--- src/rtl/lsu_pkg.sv ---
// Shared types, widths and byte-enable/alignment helpers for the load/store unit.
package lsu_pkg;

    localparam int unsigned XLEN = 32;
    localparam int unsigned BE_W = XLEN / 8;

    typedef enum logic [1:0] {
        IDLE   = 2'd0,
        REQ    = 2'd1,
        WAIT_R = 2'd2,
        DONE   = 2'd3
    } state_e;

    typedef enum logic [1:0] {
        BYTE = 2'd0,
        HALF = 2'd1,
        WORD = 2'd2
    } size_e;

    // Byte lanes touched by an access of the given size at the given offset.
    function automatic logic [BE_W-1:0] byte_enable(size_e size, logic [1:0] addr_lo);
        case (size)
            BYTE:    byte_enable = BE_W'(4'b0001 << addr_lo);
            HALF:    byte_enable = BE_W'(4'b0011 << {addr_lo[1], 1'b0});
            default: byte_enable = BE_W'(4'b1111);
        endcase
    endfunction

    // Bytes never fault; halves need an even address, words a 4-byte boundary.
    function automatic logic misaligned(size_e size, logic [1:0] addr_lo);
        case (size)
            HALF:    misaligned = addr_lo[0];
            WORD:    misaligned = (addr_lo != 2'b00);
            default: misaligned = 1'b0;
        endcase
    endfunction

endpackage

--- src/rtl/lsu_align.sv ---
// Combinational data steering: store replication/byte-enables and load lane extraction/extension.
module lsu_align
    import lsu_pkg::*;
(
    input  logic [1:0]      st_size,
    input  logic [1:0]      st_addr_lo,
    input  logic [XLEN-1:0] wdata,
    input  logic [1:0]      ld_size,
    input  logic [1:0]      ld_addr_lo,
    input  logic            ld_sign,
    input  logic [XLEN-1:0] rdata,
    output logic [BE_W-1:0] be,
    output logic [XLEN-1:0] wdata_rep,
    output logic [XLEN-1:0] rdata_ext
);

    logic [7:0]  ld_byte;
    logic [15:0] ld_half;

    // Store side: replicate the source so every enabled lane carries the data.
    always_comb begin
        be        = byte_enable(size_e'(st_size), st_addr_lo);
        wdata_rep = wdata;
        if (st_size == BYTE) begin
            wdata_rep = {4{wdata[7:0]}};
        end else if (st_size == HALF) begin
            wdata_rep = {2{wdata[15:0]}};
        end
    end

    // Load side: pick the addressed lane, then sign- or zero-extend it.
    always_comb begin
        case (ld_addr_lo)
            2'd0:    ld_byte = rdata[7:0];
            2'd1:    ld_byte = rdata[15:8];
            2'd2:    ld_byte = rdata[23:16];
            default: ld_byte = rdata[31:24];
        endcase
        ld_half   = ld_addr_lo[1] ? rdata[31:16] : rdata[15:0];
        rdata_ext = rdata;
        if (ld_size == BYTE) begin
            rdata_ext = {{24{ld_sign & ld_byte[7]}}, ld_byte};
        end else if (ld_size == HALF) begin
            rdata_ext = {{16{ld_sign & ld_half[15]}}, ld_half};
        end
    end

endmodule

--- src/rtl/load_store_unit.sv ---
// Single-outstanding load/store unit: stalls the core while one memory access completes.
module load_store_unit
    import lsu_pkg::*;
#(
    parameter int unsigned Width = 32
) (
    input  logic             clk_i,
    input  logic             rst_ni,
    input  logic             req_valid_i,
    input  logic             st_en_i,
    input  logic             lb_i,
    input  logic             lh_i,
    input  logic             lbu_i,
    input  logic             lhu_i,
    input  logic             sb_i,
    input  logic             sh_i,
    input  logic [Width-1:0] addr_i,
    input  logic [Width-1:0] wdata_i,
    output logic             stall_o,
    output logic [Width-1:0] rdata_o,
    output logic             rdata_valid_o,
    output logic             misalign_o,
    output logic             mem_req_o,
    output logic             mem_we_o,
    output logic [Width-1:0] mem_addr_o,
    output logic [Width-1:0] mem_wdata_o,
    output logic [3:0]       mem_be_o,
    input  logic             mem_gnt_i,
    input  logic             mem_rvalid_i,
    input  logic [Width-1:0] mem_rdata_i
);

    state_e            state_q, state_d;
    size_e             size_dec, size_q;
    logic              sign_dec, sign_q;
    logic              mis_dec;
    logic              we_q, err_q;
    logic [XLEN-1:0]   addr_q, wdata_q, rdata_q;
    logic [XLEN-1:0]   wdata_rep, rdata_ext;
    logic [BE_W-1:0]   be_q, be_st;

    // Decode size/sign with fixed flag priority; the other direction's flags are ignored.
    always_comb begin
        size_dec = WORD;
        sign_dec = 1'b0;
        if (st_en_i) begin
            if (sb_i)       size_dec = BYTE;
            else if (sh_i)  size_dec = HALF;
        end else begin
            if (lb_i) begin
                size_dec = BYTE;
                sign_dec = 1'b1;
            end else if (lbu_i) begin
                size_dec = BYTE;
            end else if (lh_i) begin
                size_dec = HALF;
                sign_dec = 1'b1;
            end else if (lhu_i) begin
                size_dec = HALF;
            end
        end
        mis_dec = misaligned(size_dec, addr_i[1:0]);
    end

    lsu_align u_align (
        .st_size    (size_dec),
        .st_addr_lo (addr_i[1:0]),
        .wdata      (wdata_i),
        .ld_size    (size_q),
        .ld_addr_lo (addr_q[1:0]),
        .ld_sign    (sign_q),
        .rdata      (mem_rdata_i),
        .be         (be_st),
        .wdata_rep  (wdata_rep),
        .rdata_ext  (rdata_ext)
    );

    // State register.
    always_ff @(posedge clk_i or negedge rst_ni) begin
        if (!rst_ni) state_q <= IDLE;
        else         state_q <= state_d;
    end

    // Next-state and stall decode; stall is forced low under reset.
    always_comb begin
        state_d = state_q;
        stall_o = 1'b0;
        case (state_q)
            IDLE: begin
                stall_o = req_valid_i & rst_ni;
                if (req_valid_i) state_d = mis_dec ? DONE : REQ;
            end
            REQ: begin
                stall_o = 1'b1;
                if (mem_gnt_i) state_d = we_q ? DONE : WAIT_R;
            end
            WAIT_R: begin
                stall_o = 1'b1;
                if (mem_rvalid_i) state_d = DONE;
            end
            DONE:    state_d = IDLE;
            default: state_d = IDLE;
        endcase
    end

    // Capture the request on acceptance and the extended load data on response.
    always_ff @(posedge clk_i or negedge rst_ni) begin
        if (!rst_ni) begin
            addr_q  <= '0;
            wdata_q <= '0;
            be_q    <= '0;
            we_q    <= 1'b0;
            size_q  <= BYTE;
            sign_q  <= 1'b0;
            err_q   <= 1'b0;
            rdata_q <= '0;
        end else begin
            if (state_q == IDLE && req_valid_i) begin
                addr_q  <= addr_i;
                wdata_q <= wdata_rep;
                be_q    <= be_st;
                we_q    <= st_en_i;
                size_q  <= size_dec;
                sign_q  <= sign_dec;
                err_q   <= mis_dec;
            end
            if (state_q == WAIT_R && mem_rvalid_i) begin
                rdata_q <= rdata_ext;
            end
        end
    end

    // Memory request and completion outputs, all decoded from registers.
    assign mem_req_o     = (state_q == REQ);
    assign mem_we_o      = we_q;
    assign mem_addr_o    = {addr_q[XLEN-1:2], 2'b00};
    assign mem_wdata_o   = wdata_q;
    assign mem_be_o      = be_q;
    assign rdata_o       = rdata_q;
    assign rdata_valid_o = (state_q == DONE) && !err_q && !we_q;
    assign misalign_o    = (state_q == DONE) && err_q;

endmodule

--- config.mk ---
export PLATFORM = sky130hd
export DESIGN_NAME = load_store_unit
export DESIGN_NICKNAME = d
export VERILOG_FILES = /design/src/rtl/lsu_pkg.sv /design/src/rtl/lsu_align.sv /design/src/rtl/load_store_unit.sv
export SDC_FILE = /design/constraint.sdc
export NUM_CORES = 1
export LEC_CHECK = 0
export CORE_MARGIN = 2
export CORE_UTILIZATION = 32
export DETAILED_ROUTE_END_ITERATION = 16
export GPL_ROUTABILITY_DRIVEN = 0
export PLACE_DENSITY_LB_ADDON = 0.2
export SLEW_MARGIN = 20
export SYNTH_ARGS = -nofsm -noshare
export SYNTH_HDL_FRONTEND = slang
export SYNTH_SLANG_ARGS = --single-unit
--- constraint.sdc ---
create_clock -name clk_i -period 3.2 [get_ports clk_i]
set_input_delay 0.64 -clock clk_i [delete_from_list [all_inputs] [get_ports clk_i]]
set_output_delay 0.64 -clock clk_i [all_outputs]
set_load 0.02 [all_outputs]
==> run_results.csv <==
group,metric,value,unit
layout,diodes,0,
synthesis,synth.area.mux_share,0.1501,
run_status,status,"finished, final reports clean",
cts,cts_resized,0,
route,num_vias,4727,
cts,clock_path_buffers,2,
placed_design,portBuffers,210,
synthesis,synth_common_cells,"dfrtp_1, mux2_2, o21ai_0",
layout,area_growth,41.85,%
grt,grt_overflow,0,
critical_path,cp_cell_sequence,"clkdlybuf4s50_1, nand3_1, a21oi_1, clkdlybuf4s50_1",
cts,cts_setup_buffers,0,
floorplan,rows,48,
synthesis,syn_area_per_cell,10.51,µm²
timing,rsz0062_at_grt,"no",
synthesis,synth-main-ff-cell,"dfrtp_1",
layout,fillers,1589,
grt,grt_pass1_vias,4823,
cts,clock-sinks,107,
cts,cts-root-buf,"clkbuf_16",
synthesis,synth_simple_gate_area_share,0.1293,
placed_design,hpwl,12.21,mm
synthesis,synth_cells,544,
run,cap_viol_max_count,0,
grt,antenna_found_initial,0,
power_and_ir_drop,ir_drop,0.4099,mV
grt,grt_pass1_wl,25.51,mm
synthesis,yosysMostFrequentCell,"dfrtp_1",
synthesis,syn_area,5717,µm²
cts,cts_made_buffers,9,
synthesis,synthArstFlopShare,1.000,
cts,clock_latency,350,ps
layout,layout-drive-gt1-share,0.1352,
timing,slew-limit-headroom,0.4029,
synthesis,synth_xor_area_frac,0,
timing,finalClockSkew,4.304,ps
route,drc,0,
critical_path,crit_arrival,2040,ps
floorplan,io_pins,213,
route,via_per_inst,5.056,
floorplan,die_area,18950,µm²
route,wl_per_cell,17.63,µm
cts,postCtsHoldBufs,0,
synthesis,synth-seq-cells,107,
critical_path,start_kind,"input pin",
synthesis,synth.distinct_cells,49,
route,drt-pass1-iter-count,4,
grt,grt_util_all_layers,0.1748,
critical_path,path_class,"input pin to primary output",
synthesis,synth_compound_area_frac,0.1521,
critical_path,critical_path_required,2560,ps
critical_path,critPathTopFamily,"buffers and inverters",
critical_path,cp_slowest_cell,"clkdlybuf4s50_1",
synthesis,yosysWarnings,0,
synthesis,synth.yosys.seq_area_share,0.4684,
floorplan,die_y,137.7,µm
layout,final_nets,822,
synthesis,synthTopCellsByArea,"dfrtp_1, mux2_2, mux2i_1, buf_4, o21ai_0",
timing,max_freq,372.9,MHz
synthesis,synth_top_cell_by_area,"dfrtp_1",
layout,utilization,0.4672,
floorplan,die_width,137.7,µm
cts,cts_tree,"yes",
critical_path,endpoint_kind,"primary output",
synthesis,synth_top_family_by_area,"compound AO/OA/AOI/OAI gates",
timing,maxSlewViolCount,0,
synthesis,yosysTopAreaCellShare,0.4684,
power_and_ir_drop,p_per_area,1004,nW/µm²
grt,grt_max_degree,57,
critical_path,crit_fanout,3,
cts,h-tree-depth,3,
worst_hold_path,hold_class,"input pin to async pin",
synthesis,synth_edf_count,0,
route,routed_wl,16.48,mm
timing,hold_viol,0,
power_and_ir_drop,power.leakage,3.338,nW
timing,setup_viol,0,
route,ant_nets,0,
floorplan,core_area,17360,µm²
critical_path,critical_path_buf_inv_count,2,
critical_path,cpMostUsedCell,"clkdlybuf4s50_1",
timing,worst_pin_slew,895.6,ps
floorplan,start_util,0.3294,
timing,post-route-period-util,0.8380,
route,drtIter0Drc,176,
synthesis,synthAdderAreaFrac,0.01970,
timing,period_needed,2682,ps
cts,clk_transition_reported_paths,70,ps
timing,final.setup.tns,0,ps
critical_path,slowest_delay,620,ps
[power by group]
part           switching [mW]  internal, mW  total (mW)
clock network           0.539         0.701        1.24
registers               0.550          2.03        2.58
logic                    2.18          2.14        4.31
[worst reg2reg max path, delay by kind of cell (launching register included)]
family	cells	cell delay, ps
buf+inv	2	400
flops	1	440
simple gates	2	630
compound gates	1	360
fa+ha+maj	1	200
[cell usage in the layout (no fill, tap or decap), types with 3 or more instances in the layout]
cell / instances
a21oi_1: 29
a31o_1: 7
a31oi_1: 7
a41oi_2: 7
and2_1: 10
and3b_1: 7
buf_4: 11
clkbuf_16: 9
clkdlybuf4s50_1: 209
dfrtp_1: 107
ha_1: 9
inv_1: 8
inv_6: 3
mux2_2: 50
mux2i_1: 25
nand2_1: 35
nand2b_1: 4
nand3_1: 9
nand3b_1: 9
nor2_1: 36
nor2b_1: 7
o21ai_0: 48
o21ai_1: 7
o22ai_1: 17
or4b_1: 7
[registers in the layout, indices dropped and copies added (netlist names)]
signal and flops:
mem_be_o 4, state_q 2, err_q 1, mem_wdata_o 32
addr_q 32, rdata_o 32, mem_we_o 1, sign_q 1
size_q 2
[kinds of logic (layout without fill, tap and decap cells)]
logic type      count (synthesis)  count (layout)
fa+ha+maj                       9               9
flops                         107             107
mux                            77              77
other cells                     1               2
compound gates                135             135
simple gates                  135             135
buf+inv                        80             245
[metrics by stage]
stage / hold slack (ps) / power (mW) / instances / instance area (µm²) / worst slack (ps)
after detailed placement: 471.2 / 6.956 / 919 / 7779 / 326.5
after global routing: 507.0 / 8.676 / 935 / 8109 / 396.9
after CTS: 477.7 / 8.244 / 935 / 8109 / 490.3
final: 448.6 / 8.138 / 935 / 8109 / 518.2
after floorplan: 344.4 / 5.253 / 545 / 5720 / 892.4
after global placement: 461.9 / 6.878 / 919 / 7779 / 410.7
[final cells by class]
type | count | area [µm²] | share of cell area
clock buffers | 9 | 225.2 | 0.02777
flip-flops and latches | 107 | 2678 | 0.3302
multi-input cells | 358 | 2595 | 0.3200
well taps | 225 | 281.5 | 0.03472
inverters | 8 | 30.03 | 0.003703
repair buffers | 221 | 2195 | 0.2706
clock inverters | 7 | 105.1 | 0.01296
[worst paths after layout]
| check | startpoint | end | slack [ps] | cells after the start |
|---|---|---|---|---|
| worst max-delay path | req_valid_i | stall_o | 520 | 4 |
| worst min-delay path | rst_ni | rdata_o[13]$_DFFE_PN0P_ | 450 | 2 |
| worst max register to register | state_q[0]$_DFFE_PN0P_ | rdata_o[24]$_DFFE_PN0P_ | 1080 | 6 |
| worst min register to register | mem_be_o[1]$_DFFE_PN0P_ | mem_be_o[1]$_DFFE_PN0P_ | 480 | 2 |
| max in group asynchronous | rst_ni | mem_wdata_o[17]$_DFFE_PN0P_ | 1550 | 3 |
| min in group clk_i | mem_be_o[1]$_DFFE_PN0P_ | mem_be_o[1]$_DFFE_PN0P_ | 480 | 2 |
[layer usage]
layer / wire (µm) / part of all wire / global-route usage / vias up
met5: 0 / 0 / 0 / -
met4: 344 / 0.021 / 0.06758 / 0
met3: 1660 / 0.10 / 0.06328 / 22
met2: 7697 / 0.47 / 0.2753 / 198
met1: 6780 / 0.41 / 0.2186 / 2279
li1: - / - / - / 2228
Note: power is estimated with default switching activity, not from simulation.
